`src/rtl/imem_pkg.sv`:
```
// imem_pkg: shared definitions for the instruction-window shift ring.
//   - occ_state_e    : occupancy state (EMPTY / FILLING / FULL)
//   - IMEM_*_DEF     : default entry width and depth
//   - entry_lo()     : low bit index of entry idx inside a flattened window
package imem_pkg;

    typedef enum logic [1:0] {
        ST_EMPTY   = 2'd0,
        ST_FILLING = 2'd1,
        ST_FULL    = 2'd2
    } occ_state_e;

    localparam int IMEM_WIDTH_DEF = 16;
    localparam int IMEM_DEPTH_DEF = 64;

    function automatic int entry_lo(input int idx, input int width);
        return idx * width;
    endfunction

endpackage

```
`src/rtl/imem_occupancy.sv`:
```
// imem_occupancy: occupancy tracker for imem_shift_ring.
// Ports:
//   clk, rst        : clock, asynchronous active-high reset
//   clear_i         : synchronous flush (highest priority)
//   rotate_i        : rotate request (blocks pushes)
//   in_valid_i      : push request
//   in_ready_o      : push can be accepted (independent of in_valid_i)
//   push_o          : push accepted this cycle
//   count_o         : occupied entries, 0..DEPTH
//   full_o, empty_o : decoded from the occupancy state
module imem_occupancy
    import imem_pkg::*;
#(
    parameter int DEPTH     = IMEM_DEPTH_DEF,
    parameter int OVERWRITE = 1,
    parameter int AW        = $clog2(DEPTH)
) (
    input  logic        clk,
    input  logic        rst,
    input  logic        clear_i,
    input  logic        rotate_i,
    input  logic        in_valid_i,
    output logic        in_ready_o,
    output logic        push_o,
    output logic [AW:0] count_o,
    output logic        full_o,
    output logic        empty_o
);

    localparam logic [AW:0] DEPTH_C = (AW + 1)'(DEPTH);
    localparam logic [AW:0] LAST_C  = (AW + 1)'(DEPTH - 1);
    localparam logic [AW:0] ONE_C   = (AW + 1)'(1);

    occ_state_e  state_q, state_d;
    logic [AW:0] count_q, count_d;

    // State register
    always_ff @(posedge clk or posedge rst) begin
        if (rst) begin
            state_q <= ST_EMPTY;
            count_q <= '0;
        end else begin
            state_q <= state_d;
            count_q <= count_d;
        end
    end

    // Next-state logic
    always_comb begin
        state_d = state_q;
        count_d = count_q;
        if (clear_i) begin
            state_d = ST_EMPTY;
            count_d = '0;
        end else if (push_o) begin
            // A push in FULL (overwrite mode) drops the oldest entry, so count saturates.
            count_d = (count_q == DEPTH_C) ? count_q : count_q + ONE_C;
            case (state_q)
                ST_EMPTY:   state_d = ST_FILLING;
                ST_FILLING: state_d = (count_q == LAST_C) ? ST_FULL : ST_FILLING;
                ST_FULL:    state_d = ST_FULL;
                default:    state_d = ST_EMPTY;
            endcase
        end
    end

    // Outputs
    always_comb begin
        full_o     = (state_q == ST_FULL);
        empty_o    = (state_q == ST_EMPTY);
        in_ready_o = !clear_i && !rotate_i && !(full_o && (OVERWRITE == 0));
        push_o     = in_valid_i && in_ready_o;
        count_o    = count_q;
    end

endmodule

```
`src/rtl/imem_shift_ring.sv`:
```
// imem_shift_ring: DEPTH x WIDTH instruction-window shift memory.
// New entries enter at index 0 and older ones shift up; the occupied region
// can be rotated in place. Optional feature macro: IMEM_SHIFT_RING_PARITY_EN
// (per-entry even parity plus a sticky parity_err output).
// Ports:
//   clk, rst            : clock, asynchronous active-high reset
//   clear               : synchronous flush of contents and occupancy
//   in_valid/in_data    : push port, in_ready = push acceptable
//   rotate              : rotate occupied region by one position
//   rd_addr/rd_data     : registered read port, 1-cycle latency, pre-edge contents
//   data_out            : registered flattened window (lags mem by one cycle)
//   count, full, empty  : occupancy
//   parity_err          : (macro only) sticky parity error flag
module imem_shift_ring
    import imem_pkg::*;
#(
    parameter int WIDTH     = IMEM_WIDTH_DEF,
    parameter int DEPTH     = IMEM_DEPTH_DEF,
    parameter int OVERWRITE = 1,
    parameter int AW        = $clog2(DEPTH)
) (
    input  logic                   clk,
    input  logic                   rst,
    input  logic                   clear,
    input  logic                   in_valid,
    input  logic [WIDTH-1:0]       in_data,
    output logic                   in_ready,
    input  logic                   rotate,
    input  logic [AW-1:0]          rd_addr,
    output logic [WIDTH-1:0]       rd_data,
    output logic [WIDTH*DEPTH-1:0] data_out,
    output logic [AW:0]            count,
    output logic                   full,
    output logic                   empty
`ifdef IMEM_SHIFT_RING_PARITY_EN
    ,
    output logic                   parity_err
`endif
);

    logic                   push_w;
    logic [AW:0]            count_w;
    logic [AW:0]            last_w;
    logic [WIDTH-1:0]       mem_q [DEPTH];
    logic [WIDTH-1:0]       mem_d [DEPTH];
    logic [WIDTH*DEPTH-1:0] data_out_q, data_out_d;
    logic [WIDTH-1:0]       rd_data_q, rd_data_d;

    imem_occupancy #(
        .DEPTH     (DEPTH),
        .OVERWRITE (OVERWRITE),
        .AW        (AW)
    ) u_occ (
        .clk        (clk),
        .rst        (rst),
        .clear_i    (clear),
        .rotate_i   (rotate),
        .in_valid_i (in_valid),
        .in_ready_o (in_ready),
        .push_o     (push_w),
        .count_o    (count_w),
        .full_o     (full),
        .empty_o    (empty)
    );

    assign count  = count_w;
    assign last_w = count_w - (AW + 1)'(1);

    // Shift / rotate datapath
    always_comb begin
        for (int i = 0; i < DEPTH; i++) mem_d[i] = mem_q[i];
        if (clear) begin
            for (int i = 0; i < DEPTH; i++) mem_d[i] = '0;
        end else if (rotate) begin
            // Only the occupied region [0, count) rotates; the top occupied
            // entry wraps to index 0.
            if (int'(count_w) >= 2) begin
                for (int i = 1; i < DEPTH; i++)
                    if (i < int'(count_w)) mem_d[i] = mem_q[i-1];
                mem_d[0] = mem_q[last_w[AW-1:0]];
            end
        end else if (push_w) begin
            for (int i = 1; i < DEPTH; i++) mem_d[i] = mem_q[i-1];
            mem_d[0] = in_data;
        end
    end

    // Output registers sample the pre-edge memory contents.
    always_comb begin
        data_out_d = '0;
        for (int i = 0; i < DEPTH; i++)
            data_out_d[entry_lo(i, WIDTH) +: WIDTH] = mem_q[i];
        rd_data_d = (int'(rd_addr) < DEPTH) ? mem_q[rd_addr] : '0;
    end

    always_ff @(posedge clk or posedge rst) begin
        if (rst) begin
            for (int i = 0; i < DEPTH; i++) mem_q[i] <= '0;
            data_out_q <= '0;
            rd_data_q  <= '0;
        end else begin
            for (int i = 0; i < DEPTH; i++) mem_q[i] <= mem_d[i];
            data_out_q <= data_out_d;
            rd_data_q  <= rd_data_d;
        end
    end

    assign data_out = data_out_q;
    assign rd_data  = rd_data_q;

`ifdef IMEM_SHIFT_RING_PARITY_EN
    logic [DEPTH-1:0] par_q, par_d;
    logic             par_err_q, par_err_d;
    logic             mismatch_w;

    // Parity bits follow exactly the same moves as their entries.
    always_comb begin
        par_d = par_q;
        if (clear) begin
            par_d = '0;
        end else if (rotate) begin
            if (int'(count_w) >= 2) begin
                for (int i = 1; i < DEPTH; i++)
                    if (i < int'(count_w)) par_d[i] = par_q[i-1];
                par_d[0] = par_q[last_w[AW-1:0]];
            end
        end else if (push_w) begin
            for (int i = 1; i < DEPTH; i++) par_d[i] = par_q[i-1];
            par_d[0] = ^in_data;
        end
    end

    always_comb begin
        mismatch_w = 1'b0;
        for (int i = 0; i < DEPTH; i++)
            if (i < int'(count_w) && ((^mem_q[i]) != par_q[i])) mismatch_w = 1'b1;
        par_err_d = clear ? 1'b0 : (par_err_q | mismatch_w);
    end

    always_ff @(posedge clk or posedge rst) begin
        if (rst) begin
            par_q     <= '0;
            par_err_q <= 1'b0;
        end else begin
            par_q     <= par_d;
            par_err_q <= par_err_d;
        end
    end

    assign parity_err = par_err_q;
`endif

endmodule

```
`config.mk`:
```
export PLATFORM = sky130hd
export DESIGN_NAME = imem_shift_ring
export DESIGN_NICKNAME = d
export VERILOG_FILES = /design/src/rtl/imem_pkg.sv /design/src/rtl/imem_occupancy.sv /design/src/rtl/imem_shift_ring.sv
export SDC_FILE = /design/constraint.sdc
export NUM_CORES = 2
export LEC_CHECK = 0
export BUFFER_PORTS_ARGS = -buffer_cell sky130_fd_sc_hd__buf_4
export CAP_MARGIN = 20
export CORE_AREA = 2 2 422 424
export DETAILED_ROUTE_END_ITERATION = 8
export DIE_AREA = 0 0 424 426
export GPL_ROUTABILITY_DRIVEN = 0
export GPL_TIMING_DRIVEN = 0
export MAX_ROUTING_LAYER = met4
export PLACE_DENSITY_LB_ADDON = 0.05
export SETUP_SLACK_MARGIN = 0.02
export SYNTH_ARGS = -nofsm -noshare
export SYNTH_HDL_FRONTEND = slang
export SYNTH_HIERARCHICAL = 1
export SYNTH_SLANG_ARGS = --single-unit
```
`constraint.sdc`:
```
create_clock -name clk -period 132.8 [get_ports clk]
set_clock_uncertainty 0.05 [all_clocks]
set_input_delay 13.28 -clock clk [delete_from_list [all_inputs] [get_ports clk]]
set_output_delay 13.28 -clock clk [all_outputs]
set_load 0.03 [all_outputs]
```
==> reports/qor.csv <==
stage;metric;value;unit
power_and_ir_drop;P per Cell Area;13.2;nW/um^2
clock_tree;H-Tree Depth;4;
power_and_ir_drop;Comb pwr share;0.082;
final_layout;commonest non-fill, non-tap cell in the layout;dfrtp_1;
clock_tree;clock root cell;clkbuf_16;
timing;hold_ws;397;ps
status;outcome;complete, no violations;
route;final WL;378000;um
power_and_ir_drop;maximum VDD drop;0.0119;mV
power_and_ir_drop;P_leak;0.0485;uW
final_layout;post-route insts no fill;10859;
final_layout;Layout area overhead;22.5;%
route;Post-route DRC;0;
logic_synthesis;Mapped Area;86000;sq um
logic_synthesis;FF+latch count, synth;2073;
floorplan;IO Count;1077;
global_route;vias in the first global route;64618;
placed_design;DP Wirelength;300000;um
worst_hold_path;hold worst-path end;data_out[1019]$_DFF_PP0_;
clock_tree;clock sinks;2073;
final_layout;fraction of layout cells with a size suffix above 1;0.254;
clock_tree;# Post-CTS Setup Buffers;0;
route;mean number of vias per cell;6.28;
power_and_ir_drop;sequential power share;0.464;
route;Initial DRC Count;9916;
floorplan;# rows;154;
timing;Max transition margin;0.121;
route;drt first pass iters;9;
critical_path;CP Capture Type;output pin;
critical_path;R2R depth;14;
placed_design;Cells after DPL;10426;
timing;fin crit share;0.210;
power_and_ir_drop;Clock Power Share;0.455;
logic_synthesis;post-synth cell types;62;
final_layout;footprint of the multi-input gates;32000;sq um
critical_path;kind of critical path;input port to output pin;
critical_path;Crit path top cell by count;buf_4;
clock_tree;post-CTS sizing;0;
route;post-DR wirelength/cell;34.9;um
critical_path;reg2reg end;data_out_d[6]$_DFFE_PP0P_;
logic_synthesis;Post-Syn Instances;6973;
critical_path;Critical Path RT;119470;ps
final_layout;most frequent cells in the layout;dfrtp_1, nand2_1, buf_4, nand2b_1, o21ai_0;
flow_run;number of max-cap violations;0;
worst_hold_path;Hold Crit Start;data_out_d[1019]$_DFFE_PP0P_;
clock_tree;CTS Hold Bufs;0;
critical_path;Critical-path top delay cell;nor2_1;
timing;Final setup viols;0;
critical_path;reg-to-reg slack, setup;125980;ps
route;metal3 WL;45600;um
timing;fin crit period;27910;ps
placed_design;PortBufs;1071;
logic_synthesis;ys flop type;dfrtp_1;
route;met1 wire length;138000;um
timing;Fmax;35.8;MHz
critical_path;startpoint type of the worst setup path;input port;
timing;Total Neg Setup Slack;0;ps
logic_synthesis;warnings from Yosys;6;
floorplan;total die area;181000;sq um
final_layout;# nets final;8335;
route;met2 WL;161000;um
clock_tree;Inserted Clock Buffers;208;
final_layout;fillcell total;14420;
global_route;Total GRT Usage;0.430;
floorplan;Die Y;426;um
power_and_ir_drop;Switch Pwr;353;uW
clock_tree;worst skew pair latency;870;ps
worst_hold_path;worst hold path type;register to register;
critical_path;reg-to-reg startpoint;u_occ/count_o[0]$_DFFE_PP0P_;
critical_path;Crit Path Max Fanout;10;
floorplan;starting utilization of the core area;0.489;
logic_synthesis;EDFF count, synth;0;
final_layout;Reg area;51900;sq um
power_and_ir_drop;P_int;1040;uW
logic_synthesis;Synth async-reset ratio;1.00;
power_and_ir_drop;Sw Ratio;0.254;
route;antenna viol nets, final;0;
global_route;initial antenna violation count;44;
clock_tree;clock slew at reported path FFs;70;ps
timing;Slew Limit Fails;0;
critical_path;WP data arrival;14580;ps
floorplan;core area;176000;sq um
critical_path;cell family with most CP delay;buffers and inverters;
route;Vias;68168;
global_route;largest net degree at the start of global routing;136;
timing;worst slew pin tran;1320;ps
logic_synthesis;sequential area share after synthesis;0.604;
logic_synthesis;Synth Area per Inst;12.3;sq um
critical_path;Worst path max stage delay;630;ps
global_route;first-pass GRT wire length;519000;um
timing;Hold Vio Cnt, Final;0;
route;Top Metal Used;met4;
logic_synthesis;Syn Nets;7005;
global_route;gr ovfl total;0;
timing;RSZ-0062 raised after global routing;false;
critical_path;CP bufs+invs;3;
floorplan;die width;424;um
critical_path;cells along the critical path;buf_4 -> clkbuf_1 -> nor2_1 -> buf_4;
clock_tree;Max Root-Sink Buffers;3;
worst_hold_path;Min-Delay Path Depth;0;
clock_tree;CTS tree;built;
==> worst reg2reg max path: cells and delay by family (launching register included) <==
kind	cells	cell delay [ps]
DFF	1	560
and+or+nand+nor	3	840
AOI/OAI and AO/OA	3	910
buffers and inverters	7	4060
adders and majority gates	1	240
==> layout make-up <==
type | count | area share
diodes | 40 | 0.000951
plain buffers | 502 | 0.0197
well taps | 2340 | 0.0278
clock inverters | 101 | 0.0129
multi-input cells | 4389 | 0.304
clock buffers | 285 | 0.0571
inverters | 9 | 0.000392
repair buffers | 1120 | 0.0849
flip-flops and latches | 2073 | 0.493
==> routing by layer <==
layer  GRT usage  vias to the layer above
li1            -                    26900
met1       0.543                    34953
met2       0.589                     5047
met3       0.133                     1268
met4       0.302                        0
met5           -                        -
==> kinds of logic (layout without fill, tap and decap cells) <==
logic type               after synthesis  after routing  share of synthesized area
AO/OA/AOI/OAI                       1099           1099                     0.0681
XOR/XNOR                               4              4                   0.000495
adder cells (fa/ha/maj)                5              5                   0.000728
buffers and inverters                511           2017                     0.0245
flip-flops                          2073           2073                      0.604
multiplexers                         634            634                      0.151
other                                  0             40                          0
AND/OR/NAND/NOR                     2647           2647                      0.152
==> through the flow <==
stage	power, uW	instance area [sq um]	setup WS, ps	util
after global routing	1420	105000	105020	0.599
after detailed placement	765	97700	105010	0.556
after CTS	1390	105000	105010	0.598
after global placement	764	96900	40070	0.552
after floorplan	716	86000	61170	-
final	1390	105000	104890	0.599
==> worst max path at each step <==
stage,start,to,slack [ps],cells after the start
floorplan,rst,data_out[0]$_DFF_PP0_,61170,1
global placement,rst,data_out[164]$_DFF_PP0_,40070,2
detailed placement,clear,in_ready,105010,4
CTS,clear,in_ready,105010,4
global route,clear,in_ready,105020,4
finish,clear,in_ready,104890,4
==> cells in the mapped netlist, types with 13 or more instances <==
library cell     n  area, sq um
o21ai_0        833         4170
o22ai_1         18          113
o21ai_1        112          561
a21oi_1         19         95.1
dfrtp_1       2073        51900
mux2i_1         93          931
a31oi_1         33          206
o2bb2ai_1       15          131
buf_4           14          105
o211ai_1        17          128
buf_2           93          465
clkbuf_1       366         1370
a32oi_1         17          149
mux2_2          13          146
nand2_1       1439         5400
nand3_1         82          410
nand4_1         35          219
nor2_1          17         63.8
mux4_2         528        11900
and3_1          15         93.8
buf_1           27          101
nand2b_1       850         5320
nand3b_1       161         1210
==> sequential cells by signal (all words and copies together) (netlist names) <==
register,flops
data_out,1024
data_out_d,1024
rd_data,16
u_occ/count_o,7
u_occ/state_q,2
==> power by group through the flow <==
stage	Combinational [uW]	Clock, uW	Sequential, uW
after floorplan	58.3	0	658
after global placement	105	0	659
after detailed placement	109	0	656
after CTS	109	635	644
after global routing	118	662	644
final	114	632	645
Note: power is estimated with default switching activity, not from simulation.
